### src/rtl/act_vec_packer_if.sv
// Handshake and output bus between an accumulator source, act_vec_packer and the
// activation input. The master side drives the accumulator stream; slave is the packer.
interface act_vec_packer_if #(
  parameter int unsigned BUS_NUM          = 8,
  parameter int unsigned FIXED_DATA_WIDTH = 8,
  parameter int unsigned ACC_WIDTH        = 24,
  parameter int unsigned SCALA_POS_WIDTH  = 5
);
  logic [SCALA_POS_WIDTH-1:0]          cfg_shift;
  logic [ACC_WIDTH-1:0]                in_acc_data;
  logic                                in_acc_vld;
  logic                                in_acc_last;
  logic                                in_acc_rdy;
  logic [BUS_NUM*FIXED_DATA_WIDTH-1:0] out_fixed_data;
  logic [BUS_NUM-1:0]                  out_fixed_data_vld;

  modport master (
    output cfg_shift, in_acc_data, in_acc_vld, in_acc_last,
    input  in_acc_rdy, out_fixed_data, out_fixed_data_vld
  );

  modport slave (
    input  cfg_shift, in_acc_data, in_acc_vld, in_acc_last,
    output in_acc_rdy, out_fixed_data, out_fixed_data_vld
  );
endinterface

### src/rtl/act_vec_packer.sv
// Requantises a serial accumulator stream (shift + saturate) and packs it into a
// BUS_NUM-lane vector emitted for one cycle. Define ACT_VEC_PACKER_ROUND_EN for round-half-up.
module act_vec_packer #(
  parameter int unsigned BUS_NUM          = 8,
  parameter int unsigned FIXED_DATA_WIDTH = 8,
  parameter int unsigned ACC_WIDTH        = 24,
  parameter int unsigned SCALA_POS_WIDTH  = 5
) (
  input logic             clk,
  input logic             rst_n,
  act_vec_packer_if.slave bus
);
  localparam int unsigned CW = (BUS_NUM > 1) ? $clog2(BUS_NUM) : 1;
  localparam int unsigned DW = BUS_NUM * FIXED_DATA_WIDTH;
  localparam logic signed [ACC_WIDTH:0] SAT_MAX =
    (ACC_WIDTH+1)'((1 << (FIXED_DATA_WIDTH - 1)) - 1);
  localparam logic signed [ACC_WIDTH:0] SAT_MIN = ~SAT_MAX;

  typedef enum logic [1:0] {ST_RST, ST_FILL, ST_EMIT} state_t;

  state_t                       state_q, state_d;
  logic [CW-1:0]                lane_q;
  logic [SCALA_POS_WIDTH-1:0]   shift_q, shift_eff;
  logic [DW-1:0]                stage_data_q, merged_data, out_data_q;
  logic [BUS_NUM-1:0]           stage_vld_q, merged_vld, out_vld_q;
  logic                         rdy_q, accept, vec_end;
  logic signed [ACC_WIDTH:0]    ext, biased, shifted;
  logic [FIXED_DATA_WIDTH-1:0]  lane_val;

  assign accept  = bus.in_acc_vld & rdy_q;
  assign vec_end = accept & ((lane_q == CW'(BUS_NUM - 1)) | bus.in_acc_last);

  // Lane 0 uses the live shift; the rest of the vector reuses the value latched with it.
  assign shift_eff = (lane_q == '0) ? bus.cfg_shift : shift_q;

  assign bus.in_acc_rdy         = rdy_q;
  assign bus.out_fixed_data     = out_data_q;
  assign bus.out_fixed_data_vld = out_vld_q;

  always_comb begin
    ext    = {bus.in_acc_data[ACC_WIDTH-1], bus.in_acc_data};
    biased = ext;
`ifdef ACT_VEC_PACKER_ROUND_EN
    if (shift_eff != '0 && 32'(shift_eff) <= ACC_WIDTH)
      biased = ext + ((ACC_WIDTH+1)'(1) << (shift_eff - SCALA_POS_WIDTH'(1)));
`endif
    shifted = biased >>> shift_eff;
    if (shifted > SAT_MAX)      lane_val = SAT_MAX[FIXED_DATA_WIDTH-1:0];
    else if (shifted < SAT_MIN) lane_val = SAT_MIN[FIXED_DATA_WIDTH-1:0];
    else                        lane_val = shifted[FIXED_DATA_WIDTH-1:0];
  end

  // Staging contents with the word accepted this cycle already merged in, so the
  // final word of a vector reaches the output on the same edge it is accepted.
  always_comb begin
    merged_data = stage_data_q;
    merged_vld  = stage_vld_q;
    for (int unsigned i = 0; i < BUS_NUM; i++) begin
      if (accept && lane_q == CW'(i)) begin
        merged_data[i*FIXED_DATA_WIDTH +: FIXED_DATA_WIDTH] = lane_val;
        merged_vld[i] = 1'b1;
      end
    end
  end

  always_comb begin
    state_d = state_q;
    case (state_q)
      ST_RST:  state_d = ST_FILL;
      ST_FILL: if (vec_end) state_d = ST_EMIT;
      ST_EMIT: state_d = ST_FILL;
      default: state_d = ST_RST;
    endcase
  end

  always_ff @(posedge clk or negedge rst_n) begin
    if (!rst_n) begin
      state_q      <= ST_RST;
      rdy_q        <= 1'b0;
      lane_q       <= '0;
      shift_q      <= '0;
      stage_data_q <= '0;
      stage_vld_q  <= '0;
      out_data_q   <= '0;
      out_vld_q    <= '0;
    end else begin
      state_q <= state_d;
      rdy_q   <= (state_d == ST_FILL);
      if (accept && lane_q == '0)
        shift_q <= bus.cfg_shift;
      if (vec_end) begin
        out_data_q   <= merged_data;
        out_vld_q    <= merged_vld;
        stage_data_q <= '0;
        stage_vld_q  <= '0;
        lane_q       <= '0;
      end else begin
        out_vld_q <= '0;
        if (accept) begin
          stage_data_q <= merged_data;
          stage_vld_q  <= merged_vld;
          lane_q       <= lane_q + CW'(1);
        end
      end
    end
  end
endmodule

### src/flat_wrapper.sv
// flat-port wrapper written by rule: the top's interface ports become plain ports
module act_vec_packer_flat 
#(
  parameter int unsigned BUS_NUM          = 8,
  parameter int unsigned FIXED_DATA_WIDTH = 8,
  parameter int unsigned ACC_WIDTH        = 24,
  parameter int unsigned SCALA_POS_WIDTH  = 5
)
  (clk, rst_n, bus_cfg_shift, bus_in_acc_data, bus_in_acc_vld, bus_in_acc_last, bus_in_acc_rdy, bus_out_fixed_data, bus_out_fixed_data_vld);
  act_vec_packer_if #(.BUS_NUM(BUS_NUM), .FIXED_DATA_WIDTH(FIXED_DATA_WIDTH), .ACC_WIDTH(ACC_WIDTH), .SCALA_POS_WIDTH(SCALA_POS_WIDTH)) bus_i ();
  input logic clk;
  input logic rst_n;
  input wire logic [$bits(bus_i.cfg_shift)-1:0] bus_cfg_shift;
  input wire logic [$bits(bus_i.in_acc_data)-1:0] bus_in_acc_data;
  input wire logic [$bits(bus_i.in_acc_vld)-1:0] bus_in_acc_vld;
  input wire logic [$bits(bus_i.in_acc_last)-1:0] bus_in_acc_last;
  output wire logic [$bits(bus_i.in_acc_rdy)-1:0] bus_in_acc_rdy;
  output wire logic [$bits(bus_i.out_fixed_data)-1:0] bus_out_fixed_data;
  output wire logic [$bits(bus_i.out_fixed_data_vld)-1:0] bus_out_fixed_data_vld;
  assign bus_i.cfg_shift = bus_cfg_shift;
  assign bus_i.in_acc_data = bus_in_acc_data;
  assign bus_i.in_acc_vld = bus_in_acc_vld;
  assign bus_i.in_acc_last = bus_in_acc_last;
  assign bus_in_acc_rdy = bus_i.in_acc_rdy;
  assign bus_out_fixed_data = bus_i.out_fixed_data;
  assign bus_out_fixed_data_vld = bus_i.out_fixed_data_vld;
  act_vec_packer #(.BUS_NUM(BUS_NUM), .FIXED_DATA_WIDTH(FIXED_DATA_WIDTH), .ACC_WIDTH(ACC_WIDTH), .SCALA_POS_WIDTH(SCALA_POS_WIDTH)) u_core (.clk(clk), .rst_n(rst_n), .bus(bus_i));
endmodule
### config.mk
export PLATFORM = sky130hd
export DESIGN_NAME = act_vec_packer_flat
export DESIGN_NICKNAME = d
export VERILOG_FILES = /design/src/rtl/act_vec_packer_if.sv /design/src/rtl/act_vec_packer.sv /design/src/flat_wrapper.sv
export SDC_FILE = /design/constraint.sdc
export NUM_CORES = 1
export LEC_CHECK = 0
export CAP_MARGIN = 25
export CORE_MARGIN = 1.5
export CORE_UTILIZATION = 35
export CTS_CLUSTER_DIAMETER = 80
export DETAILED_ROUTE_END_ITERATION = 10
export SYNTH_ARGS = -nofsm -noshare
export SYNTH_HDL_FRONTEND = slang
export SYNTH_SLANG_ARGS = --single-unit
### constraint.sdc
create_clock -name clk -period 3.75 [get_ports clk]
set_clock_uncertainty 0.05 [all_clocks]
set_input_delay 0.5625 -clock clk [delete_from_list [all_inputs] [get_ports clk]]
set_output_delay 0.5625 -clock clk [all_outputs]
set_load 0.01 [all_outputs]
==> impl_metrics.tcl, run 1 <==
set metrics [dict create \
    outcome "completed" \
    synth_seq_cells 155 \
    start_util 0.354 \
    p_leak_nw 4.71 \
    fmax_mhz 279 \
    timing.critical_path.arrival_ns 3.84 \
    timing.hold.worst.class "in2async" \
    reg2reg_slack_ns 0.17 \
    grt_antenna_before_repair 0 \
    ctsLongestPathBuffers 2 \
    worst-path-buf-inv 6 \
    netlist-cell-type-count 58 \
    avgViaCountPerCell 5.40 \
    pwr_density_cell_nw_per_um2 916 \
    final.setup.worst_slack_ns 0.169 \
    ys_async_sr_fraction 1.00 \
    wirelength_mm 23.3 \
    setup_viol 0 \
    port-buffer-count 105 \
    core_region_area_sq_um 21700 \
    cp_data_required_time_ns 4.01 \
    floorplan.rows 54 \
    num_vias 6942 \
    wl_per_cell_um 18.1 \
    flow.area_growth_from_synthesis_pct 35.2 \
    final_min_period_over_clock_period 0.955 \
    finish.net_count 1032 \
    final_cell_mix "155 x sky130_fd_sc_hd__dfrtp_1, 143 x sky130_fd_sc_hd__nand2_1, 104 x sky130_fd_sc_hd__clkdlybuf4s50_1" \
    drv_slew 0 \
    design.die.area_sq_um 22800 \
    post_route_cells_drive_above_1_share 0.146 \
    critPathCaptureType "flip-flop" \
    grt_max_degree 88 \
    dpl-instance-area_sq_um 9660 \
    gr-usage-all-layers 0.213 \
    synthesis.area_per_instance_sq_um 9.33 \
    hold_viol 0 \
    power_mw 9.52 \
    die-height_um 151 \
    seqCellArea_sq_um 3880 \
    gp_congestion 0.920 \
    tritoncts "done" \
    dp_hpwl_mm 16.6 \
    diodes 0 \
    crit-reg2reg-capture "u_core.bus.out_fixed_data[21]$_DFFE_PN0P_" \
    first_pass_grt_wire_length_mm 37.2 \
    critical_path.top_delay_family "compound AO/OA/AOI/OAI gates" \
    startpoint_of_the_worst_register_to_register_path "u_core.lane_q[1]$_DFFE_PN0P_" \
    drv.max_cap_violation_count 0 \
    vdd.ir_drop.worst_uv 403 \
    root_buffer "sky130_fd_sc_hd__clkbuf_16" \
    num_io_pins 106 \
    synth_seq_area_share 0.505 \
    cts_buffers 17 \
    cts.reportedPaths.clkPinSlew_ns 0.06 \
    ys_warn_count 0 \
    clock_latency_ns 0.43 \
    max_slew.worst_pin.slew_ns 0.800 \
    drtAntennaViolNets 0 \
    grt_overflow 0 \
    cpPeakStageDelay_ns 0.61 \
    cts-htree-levels 4 \
    worst_slew_margin_rel 0.467 \
    mostFrequentLayoutCell "sky130_fd_sc_hd__dfrtp_1" \
    worst_path_max_delay_cell "sky130_fd_sc_hd__or4b_2" \
    crit_path_category "reg2reg" \
    detail_route.first_pass.iterations 5 \
    layout.cell_area.non_filler_sq_um 10400 \
    finalWorstPathRequiredPeriod_ns 3.58 \
    startpoint_type "flip-flop" \
    synth_nets 862 \
    fillers 2047 \
    post_synth_edffs 0 \
    detailedPlace.worstSlack_ns -0.0512 \
    die_width_um 151 \
    grt_pass1_vias 6649 \
    tritoncts_num_sinks 155 \
    rsz0062_at_grt "no" \
    finish.utilization 0.479 \
    synth_top_flop_cell "sky130_fd_sc_hd__dfrtp_1" \
    path_common_cell "sky130_fd_sc_hd__buf_4" \
    netlist_area_sq_um 7680 \
    drt_first_iter_violations 506 \
    drc_errors 0 \
    synthCells 823 \
    crit_path_cell_trace "inv_1, ha_2, buf_4, or4b_2, o31ai_2, buf_4, buf_4, a22oi_1, nand2_1, a41oi_1, o41a_1, buf_12, a211oi_4, buf_12, o21ai_0" \
    timing.reg2reg.worst_path_depth 15 \
    multi_input_area_sq_um 3560 \
    crit_fanout 15 \
]
-- Yosys cell counts, drive strengths merged, types with 2 or more instances --
library cell | n | area [sq um]
dfrtp | 155 | 3880
nand2 | 143 | 537
o21ai | 133 | 666
a21oi | 63 | 327
nor2 | 48 | 180
and3 | 45 | 282
a22oi | 32 | 240
clkbuf | 27 | 101
mux2i | 26 | 264
buf | 19 | 150
a211oi | 18 | 235
a31oi | 13 | 81.3
inv | 11 | 41.3
and2 | 10 | 62.6
nor3 | 10 | 50.1
o22ai | 10 | 62.6
ha | 6 | 75.1
nand2b | 6 | 37.5
nand3 | 5 | 25.0
a211o | 3 | 26.3
a21o | 2 | 15.0
a221o | 2 | 20.0
a32oi | 2 | 17.5
a41oi | 2 | 17.5
mux2 | 2 | 22.5
nor2b | 2 | 12.5
nor4 | 2 | 12.5
o211ai | 2 | 15.0
o221ai | 2 | 17.5
o31ai | 2 | 20.0
-- how the worst max path moves through the flow --
stage                     depth (start not counted)  slack [ns]                                   endpoint                         start
final                                            15        0.17  u_core.bus.out_fixed_data[21]$_DFFE_PN0P_  u_core.lane_q[1]$_DFFE_PN0P_
after global routing                             15       0.008  u_core.bus.out_fixed_data[28]$_DFFE_PN0P_  u_core.lane_q[1]$_DFFE_PN0P_
after CTS                                        15       0.005  u_core.bus.out_fixed_data[26]$_DFFE_PN0P_  u_core.lane_q[1]$_DFFE_PN0P_
after detailed placement                         13       -0.05  u_core.bus.out_fixed_data[41]$_DFFE_PN0P_              bus_cfg_shift[1]
after global placement                           13      -0.008  u_core.bus.out_fixed_data[57]$_DFFE_PN0P_              bus_cfg_shift[2]
after floorplan                                  12        0.18        u_core.stage_data_q[10]$_DFFE_PN0P_  u_core.lane_q[0]$_DFFE_PN0P_
-- per-stage QoR --
step	cells	setup TNS, ns	hold slack, ns
6_report	1286	0	0.156
5_1_grt	1286	0	0.227
4_1_cts	1284	0	0.180
3_5_place_dp	1252	-0.554	0.381
3_3_place_gp	1252	-0.0268	0.375
2_1_floorplan	823	0	0.217
-- kinds of logic after synthesis --
kind of cell | Yosys count | share of synthesized area
fa+ha+maj | 6 | 0.00978
compound gates | 299 | 0.245
mux | 28 | 0.0373
buf+inv | 57 | 0.0381
simple gates | 278 | 0.164
flops | 155 | 0.505
-- layout make-up --
cell class                 instances  share of cell area
timing repair buffer             197               0.181
tap                              280              0.0337
clock buffer                      21              0.0443
clock inverter                    11              0.0206
multi-input combinational        611               0.342
sequential                       155               0.373
inverter                          11             0.00398
-- timing repair --
| item | 4_1_cts | 5_1_grt |
|---|---|---|
| buffers inserted | 0 | 2 |
| setup endpoints to repair | 2 | 105 |
| gates cloned | 0 | 0 |
| pin swaps | 0 | 3 |
| resized for setup | 1 | 12 |
| hold buffers | 0 | 0 |
-- per-layer routing --
| metal | global-route usage | wire length (um) |
|---|---|---|
| met1 | 0.313 | 11200 |
| met2 | 0.318 | 10600 |
| met3 | 0.0404 | 1040 |
| met4 | 0.0607 | 414 |
| met5 | 0 | 0 |
-- report_power, final --
group          internal [mW]  total [mW]  switching [mW]
clock network           1.28        1.97           0.688
logic                   2.38        5.28            2.90
registers               2.01        2.26           0.258
-- sequential cells by signal, summed over array words and instances (netlist names) --
signal and flops:
u_core.bus.in_acc_rdy 1, u_core.lane_q 3, u_core.stage_vld_q 8, u_core.bus.out_fixed_data_vld 8, u_core.state_q 2, u_core.bus.out_fixed_data 64
u_core.stage_data_q 64, u_core.shift_q 5
No activity file was read; power rests on OpenSTA's default activity.
==> inputs of run 2 (changes only) <==
Settings changed: CORE_UTILIZATION 35 to 25, CTS_BUF_LIST from default to sky130_fd_sc_hd__clkbuf_16.
==> run 2 against run 1 <==
Against the previous run: sequential cell count did not move; final area rose by 1.8%; clock power fell by 11%; utilization down 13 points.
==> impl_metrics.tcl, run 2 (synthesis gave the netlist of run 1 again) <==
set metrics [dict create \
    finished_layout_cells 1401 \
    gp_congestion 0.870 \
    layout.cell_area.non_filler_sq_um 10600 \
    wirelength_mm 24.8 \
    mostFrequentLayoutCell "sky130_fd_sc_hd__dfrtp_1" \
    final_cell_mix "155 x sky130_fd_sc_hd__dfrtp_1, 143 x sky130_fd_sc_hd__nand2_1, 104 x sky130_fd_sc_hd__clkdlybuf4s50_1" \
    dpl.cell_count 1367 \
    finish.net_count 1039 \
    worst_slew_margin_rel 0.433 \
    power.combinational.fraction 0.581 \
    cpPeakStageDelay_ns 0.57 \
    cts-htree-levels 4 \
    drt_first_iter_violations 555 \
    pwr_density_cell_nw_per_um2 907 \
    timing.critical_path.arrival_ns 3.82 \
    power.share.clock 0.182 \
    power_switching_mw 4.05 \
    start_util 0.256 \
    root_buffer "sky130_fd_sc_hd__clkbuf_16" \
    final.setup.worst_slack_ns 0.179 \
    critPathCaptureType "flip-flop" \
    outcome "completed" \
    fmax_mhz 280 \
    diodes 0 \
    timing.hold.worst.class "in2async" \
    dp_hpwl_mm 18.2 \
    finalWorstPathRequiredPeriod_ns 3.57 \
    power_mw 9.59 \
    drtAntennaViolNets 0 \
    post_route_cells_drive_above_1_share 0.169 \
    flow.area_growth_from_synthesis_pct 37.7 \
    final_min_period_over_clock_period 0.952 \
    cts.reportedPaths.clkPinSlew_ns 0.06 \
    drv_slew 0 \
    fillers 3048 \
    dpl-instance-area_sq_um 9760 \
    num_io_pins 106 \
    gr-usage-all-layers 0.156 \
    tritoncts_num_sinks 155 \
    grt_max_degree 79 \
    die_width_um 178 \
    grt_antenna_before_repair 0 \
    p_leak_nw 4.69 \
    detail_route.first_pass.iterations 5 \
    pwr-share-seq 0.237 \
    startpoint_type "input port" \
    swShare 0.423 \
    vdd.ir_drop.worst_uv 340 \
    tritoncts "done" \
    worst_path_max_delay_cell "sky130_fd_sc_hd__clkdlybuf4s50_1" \
    detailedPlace.worstSlack_ns -0.172 \
    floorplan.rows 63 \
    setup_viol 0 \
    first_pass_grt_wire_length_mm 38.2 \
    die-height_um 178 \
    hold_viol 0 \
    crit_fanout 8 \
    drv.max_cap_violation_count 0 \
    cts_hold_buf 0 \
    wl_per_cell_um 17.7 \
    cp_data_required_time_ns 4.00 \
    path_common_cell "sky130_fd_sc_hd__buf_4" \
    internal_power_mw 5.54 \
    cts_buffers 17 \
    grt_overflow 0 \
    drc_errors 0 \
    ctsLongestPathBuffers 2 \
    crit_path_cell_trace "clkdlybuf4s50_1, buf_4, or4bb_1, o21ai_1, buf_4, a22oi_1, nand2_1, a41oi_2, o41a_1, buf_12, a211oi_4, buf_6, o21ai_0" \
    avgViaCountPerCell 4.97 \
    design.die.area_sq_um 31800 \
    port-buffer-count 105 \
    core_region_area_sq_um 30000 \
    crit_path_category "in2reg" \
    num_vias 6964 \
    max_slew.worst_pin.slew_ns 0.844 \
    grt_pass1_vias 6686 \
    clock_latency_ns 0.42 \
]
[run 2: routing by layer]
layer  share of wire  GRT usage  vias to the layer above  wire [um]
met5               0          0                        -          0
met2            0.46      0.242                      173      11400
li1                -          -                     3326          -
met3           0.050     0.0347                       29       1240
met4           0.024     0.0490                        0        603
met1            0.46      0.215                     3436      11500
[run 2: worst max-delay path: cells and delay by family]
family | cells | cell delay, ns
buffers and inverters | 5 | 1.32
AO/OA/AOI/OAI | 6 | 1.28
AND/OR/NAND/NOR | 2 | 0.64
[run 2: area by class of cell]
cell class              instances  area, sq um  area share
multi-input cells             611         3680       0.348
clock buffers                  17          425      0.0402
inverters                      11         41.3     0.00391
flip-flops and latches        155         3880       0.367
repair buffers                204         1890       0.179
clock inverters                13          169      0.0160
well taps                     390          488      0.0462
[run 2: power groups by stage]
stage	Combinational, mW	Sequential, mW	Clock, mW
final	5.57	2.27	1.75
after floorplan	2.78	2.30	0
after global placement	5.18	2.29	0
after detailed placement	5.21	2.29	0
after global routing	5.96	2.31	1.85
after CTS	5.22	2.27	1.77
[run 2: final timing paths]
kind	from	to	slack, ns	depth (start not counted)
max	bus_cfg_shift[1]	u_core.bus.out_fixed_data[30]$_DFFE_PN0P_	0.18	13
min	rst_n	u_core.stage_vld_q[7]$_DFFE_PN0P_	0.11	1
max reg2reg	u_core.lane_q[1]$_DFFE_PN0P_	u_core.bus.out_fixed_data[30]$_DFFE_PN0P_	0.19	14
min reg2reg	u_core.state_q[1]$_DFF_PN0_	u_core.state_q[1]$_DFF_PN0_	0.39	1
max in group asynchronous	rst_n	u_core.bus.out_fixed_data[7]$_DFFE_PN0P_	2.69	2
min in group clk	u_core.state_q[1]$_DFF_PN0_	u_core.state_q[1]$_DFF_PN0_	0.39	1
[run 2: metrics by stage]
| stage | util | hold slack [ns] | TNS (ns) |
|---|---|---|---|
| final | 0.353 | 0.115 | 0 |
| after global routing | 0.353 | 0.173 | -0.0203 |
| after CTS | 0.346 | 0.143 | 0 |
| after detailed placement | 0.326 | 0.381 | -13.21 |
| after global placement | 0.326 | 0.375 | -14.51 |
| after floorplan | - | 0.217 | 0 |
[run 2: timing repair]
item | CTS | global route
endpoints found under the setup margin | 0 | 105
setup buffers | 0 | 3
gates resized for setup | 0 | 36
==> inputs of run 3 (changes only) <==
Settings changed: CAP_MARGIN 25 to 15, MAX_ROUTING_LAYER from default to met4.
==> run 3 against run 2 <==
Against the previous run: critical endpoint is now u_core.bus.out_fixed_data[17]$_DFFE_PN0P_; worst setup slack lost 0.026 ns; sequential cell count is the same; sequential power is essentially flat; register-to-register slack lost 0.04 ns; utilization shrank 0.23 points; via count grew 0.39%; die area is the same; clock power shrank 5%; first-iteration DRC count shrank 2.0%; sequential share of layout area grew 0.24 points.
==> impl_metrics.tcl, run 3 (synthesis gave the netlist of run 1 again) <==
set metrics [dict create \
    wl_per_cell_um 17.6 \
    wirelength_mm 24.7 \
    crit_fanout 15 \
    final_min_period_over_clock_period 0.959 \
    avgViaCountPerCell 4.98 \
    finish.net_count 1041 \
    drc_errors 0 \
    design.die.area_sq_um 31800 \
    hold_viol 0 \
    drv_slew 0 \
    power_mw 9.37 \
    core_region_area_sq_um 30000 \
    cts.reportedPaths.clkPinSlew_ns 0.07 \
    cp_data_required_time_ns 4.03 \
    start_util 0.256 \
    layout.cell_area.non_filler_sq_um 10500 \
    timing.critical_path.arrival_ns 3.88 \
    grt_overflow 0 \
    hold-path-cell-count 1 \
    grt_max_degree 123 \
    tritoncts "done" \
    finished_layout_cells 1404 \
    pwr_density_cell_nw_per_um2 892 \
    num_vias 6991 \
    detail_route.first_pass.iterations 5 \
    first_pass_grt_wire_length_mm 38.5 \
    root_buffer "sky130_fd_sc_hd__clkbuf_16" \
    finish.utilization 0.351 \
    critPathCaptureType "flip-flop" \
    drt_first_iter_violations 544 \
    dp_hpwl_mm 18.1 \
    final_cell_mix "155 x sky130_fd_sc_hd__dfrtp_1, 142 x sky130_fd_sc_hd__nand2_1, 104 x sky130_fd_sc_hd__clkdlybuf4s50_1" \
    startpoint_of_the_worst_register_to_register_path "u_core.lane_q[1]$_DFFE_PN0P_" \
    p_leak_nw 4.69 \
    ctsLongestPathBuffers 2 \
    mostFrequentLayoutCell "sky130_fd_sc_hd__dfrtp_1" \
    startpoint_type "flip-flop" \
    diodes 0 \
    flow.area_growth_from_synthesis_pct 36.8 \
    power.share.clock 0.177 \
    gp_congestion 0.889 \
    pwr-share-seq 0.243 \
    internal_power_mw 5.35 \
    gr-usage-all-layers 0.162 \
    setup_viol 0 \
    grt_antenna_before_repair 0 \
    min_delay_src "u_core.state_q[1]$_DFF_PN0_" \
    setup-tns-final_ns 0 \
    hold_path_end "u_core.state_q[1]$_DFF_PN0_" \
    outcome "completed" \
    tritoncts_num_sinks 155 \
    clock_latency_ns 0.43 \
    finalWorstPathRequiredPeriod_ns 3.60 \
    detailedPlace.worstSlack_ns -0.198 \
    power_switching_mw 4.02 \
    die_width_um 178 \
    timing.hold.worst.class "reg2reg" \
    crit_path_category "reg2reg" \
    grt_pass1_vias 6722 \
    vdd.ir_drop.worst_uv 328 \
    cts-htree-levels 4 \
    floorplan.rows 63 \
    worst_slew_margin_rel 0.446 \
    fmax_mhz 278 \
    die-height_um 178 \
    num_io_pins 106 \
    drv.max_cap_violation_count 0 \
    post_route_cells_drive_above_1_share 0.161 \
    cts_buffers 17 \
    timing.reg2reg.worst_path_depth 14 \
    max_slew.worst_pin.slew_ns 0.826 \
    timing.hold.ws_ns 0.387 \
    port-buffer-count 105 \
    dpl.cell_count 1368 \
    swShare 0.429 \
    drtAntennaViolNets 0 \
    dpl-instance-area_sq_um 9790 \
    power.combinational.fraction 0.580 \
    crit-reg2reg-capture "u_core.bus.out_fixed_data[17]$_DFFE_PN0P_" \
    reg2reg_slack_ns 0.15 \
    final.setup.worst_slack_ns 0.154 \
]
## run 3: critical path: stages, from the launching register on
cell                       delay [ns]
sky130_fd_sc_hd__dfrtp_1         0.37
sky130_fd_sc_hd__inv_1           0.09
sky130_fd_sc_hd__ha_2            0.23
sky130_fd_sc_hd__nor2b_4         0.17
sky130_fd_sc_hd__buf_6           0.17
sky130_fd_sc_hd__mux2_2          0.37
sky130_fd_sc_hd__buf_4           0.17
sky130_fd_sc_hd__o211a_1         0.12
sky130_fd_sc_hd__a221o_1         0.31
sky130_fd_sc_hd__or4_4           0.54
sky130_fd_sc_hd__a211oi_4        0.29
sky130_fd_sc_hd__buf_12          0.18
sky130_fd_sc_hd__a211oi_4        0.07
sky130_fd_sc_hd__buf_12          0.17
sky130_fd_sc_hd__o21ai_0         0.18
## run 3: routing by layer
metal / track usage / vias to the layer above / share of wire / wire (um)
met1: 0.218 / 3468 / 0.47 / 11600
met2: 0.247 / 162 / 0.46 / 11500
met3: 0.0322 / 29 / 0.045 / 1100
li1: - / 3332 / - / -
met4: 0.0486 / 0 / 0.024 / 592
met5: - / - / 0 / 0
## run 3: worst max path at each step
stage / start / end / slack [ns] / cells past startpoint
floorplan: u_core.lane_q[0]$_DFFE_PN0P_ / u_core.stage_data_q[10]$_DFFE_PN0P_ / 0.18 / 12
global placement: bus_cfg_shift[1] / u_core.bus.out_fixed_data[38]$_DFFE_PN0P_ / -0.13 / 12
detailed placement: bus_cfg_shift[1] / u_core.bus.out_fixed_data[22]$_DFFE_PN0P_ / -0.20 / 12
CTS: u_core.lane_q[1]$_DFFE_PN0P_ / u_core.bus.out_fixed_data[22]$_DFFE_PN0P_ / 0.009 / 14
global route: u_core.lane_q[1]$_DFFE_PN0P_ / u_core.bus.out_fixed_data[22]$_DFFE_PN0P_ / -0.04 / 15
finish: u_core.lane_q[1]$_DFFE_PN0P_ / u_core.bus.out_fixed_data[17]$_DFFE_PN0P_ / 0.15 / 14
## run 3: power groups by stage
stage	Clock [mW]	Sequential, mW	Combinational, mW
6_report	1.66	2.27	5.43
5_1_grt	1.77	2.31	5.84
4_1_cts	1.68	2.27	5.23
3_5_place_dp	0	2.29	5.20
3_3_place_gp	0	2.29	5.20
2_1_floorplan	0	2.30	2.78
## run 3: cell type report
type,count,area [sq um]
Sequential cell,155,3880
Tap cell,390,488
Clock buffer,17,425
Clock inverter,14,138
Timing Repair Buffer,206,1910
Fill cell,3075,19400
Multi-Input combinational cell,611,3620
Inverter,11,41.3
## run 3: what timing repair did
| action | in CTS | in global routing |
|---|---|---|
| setup endpoints to repair | 6 | 105 |
| pin swaps | 0 | 2 |
| hold endpoints to repair | 33 | 0 |
| setup buffers | 0 | 3 |
| gates resized for setup | 2 | 18 |
| hold buffers | 1 | 0 |
| gates cloned | 0 | 1 |
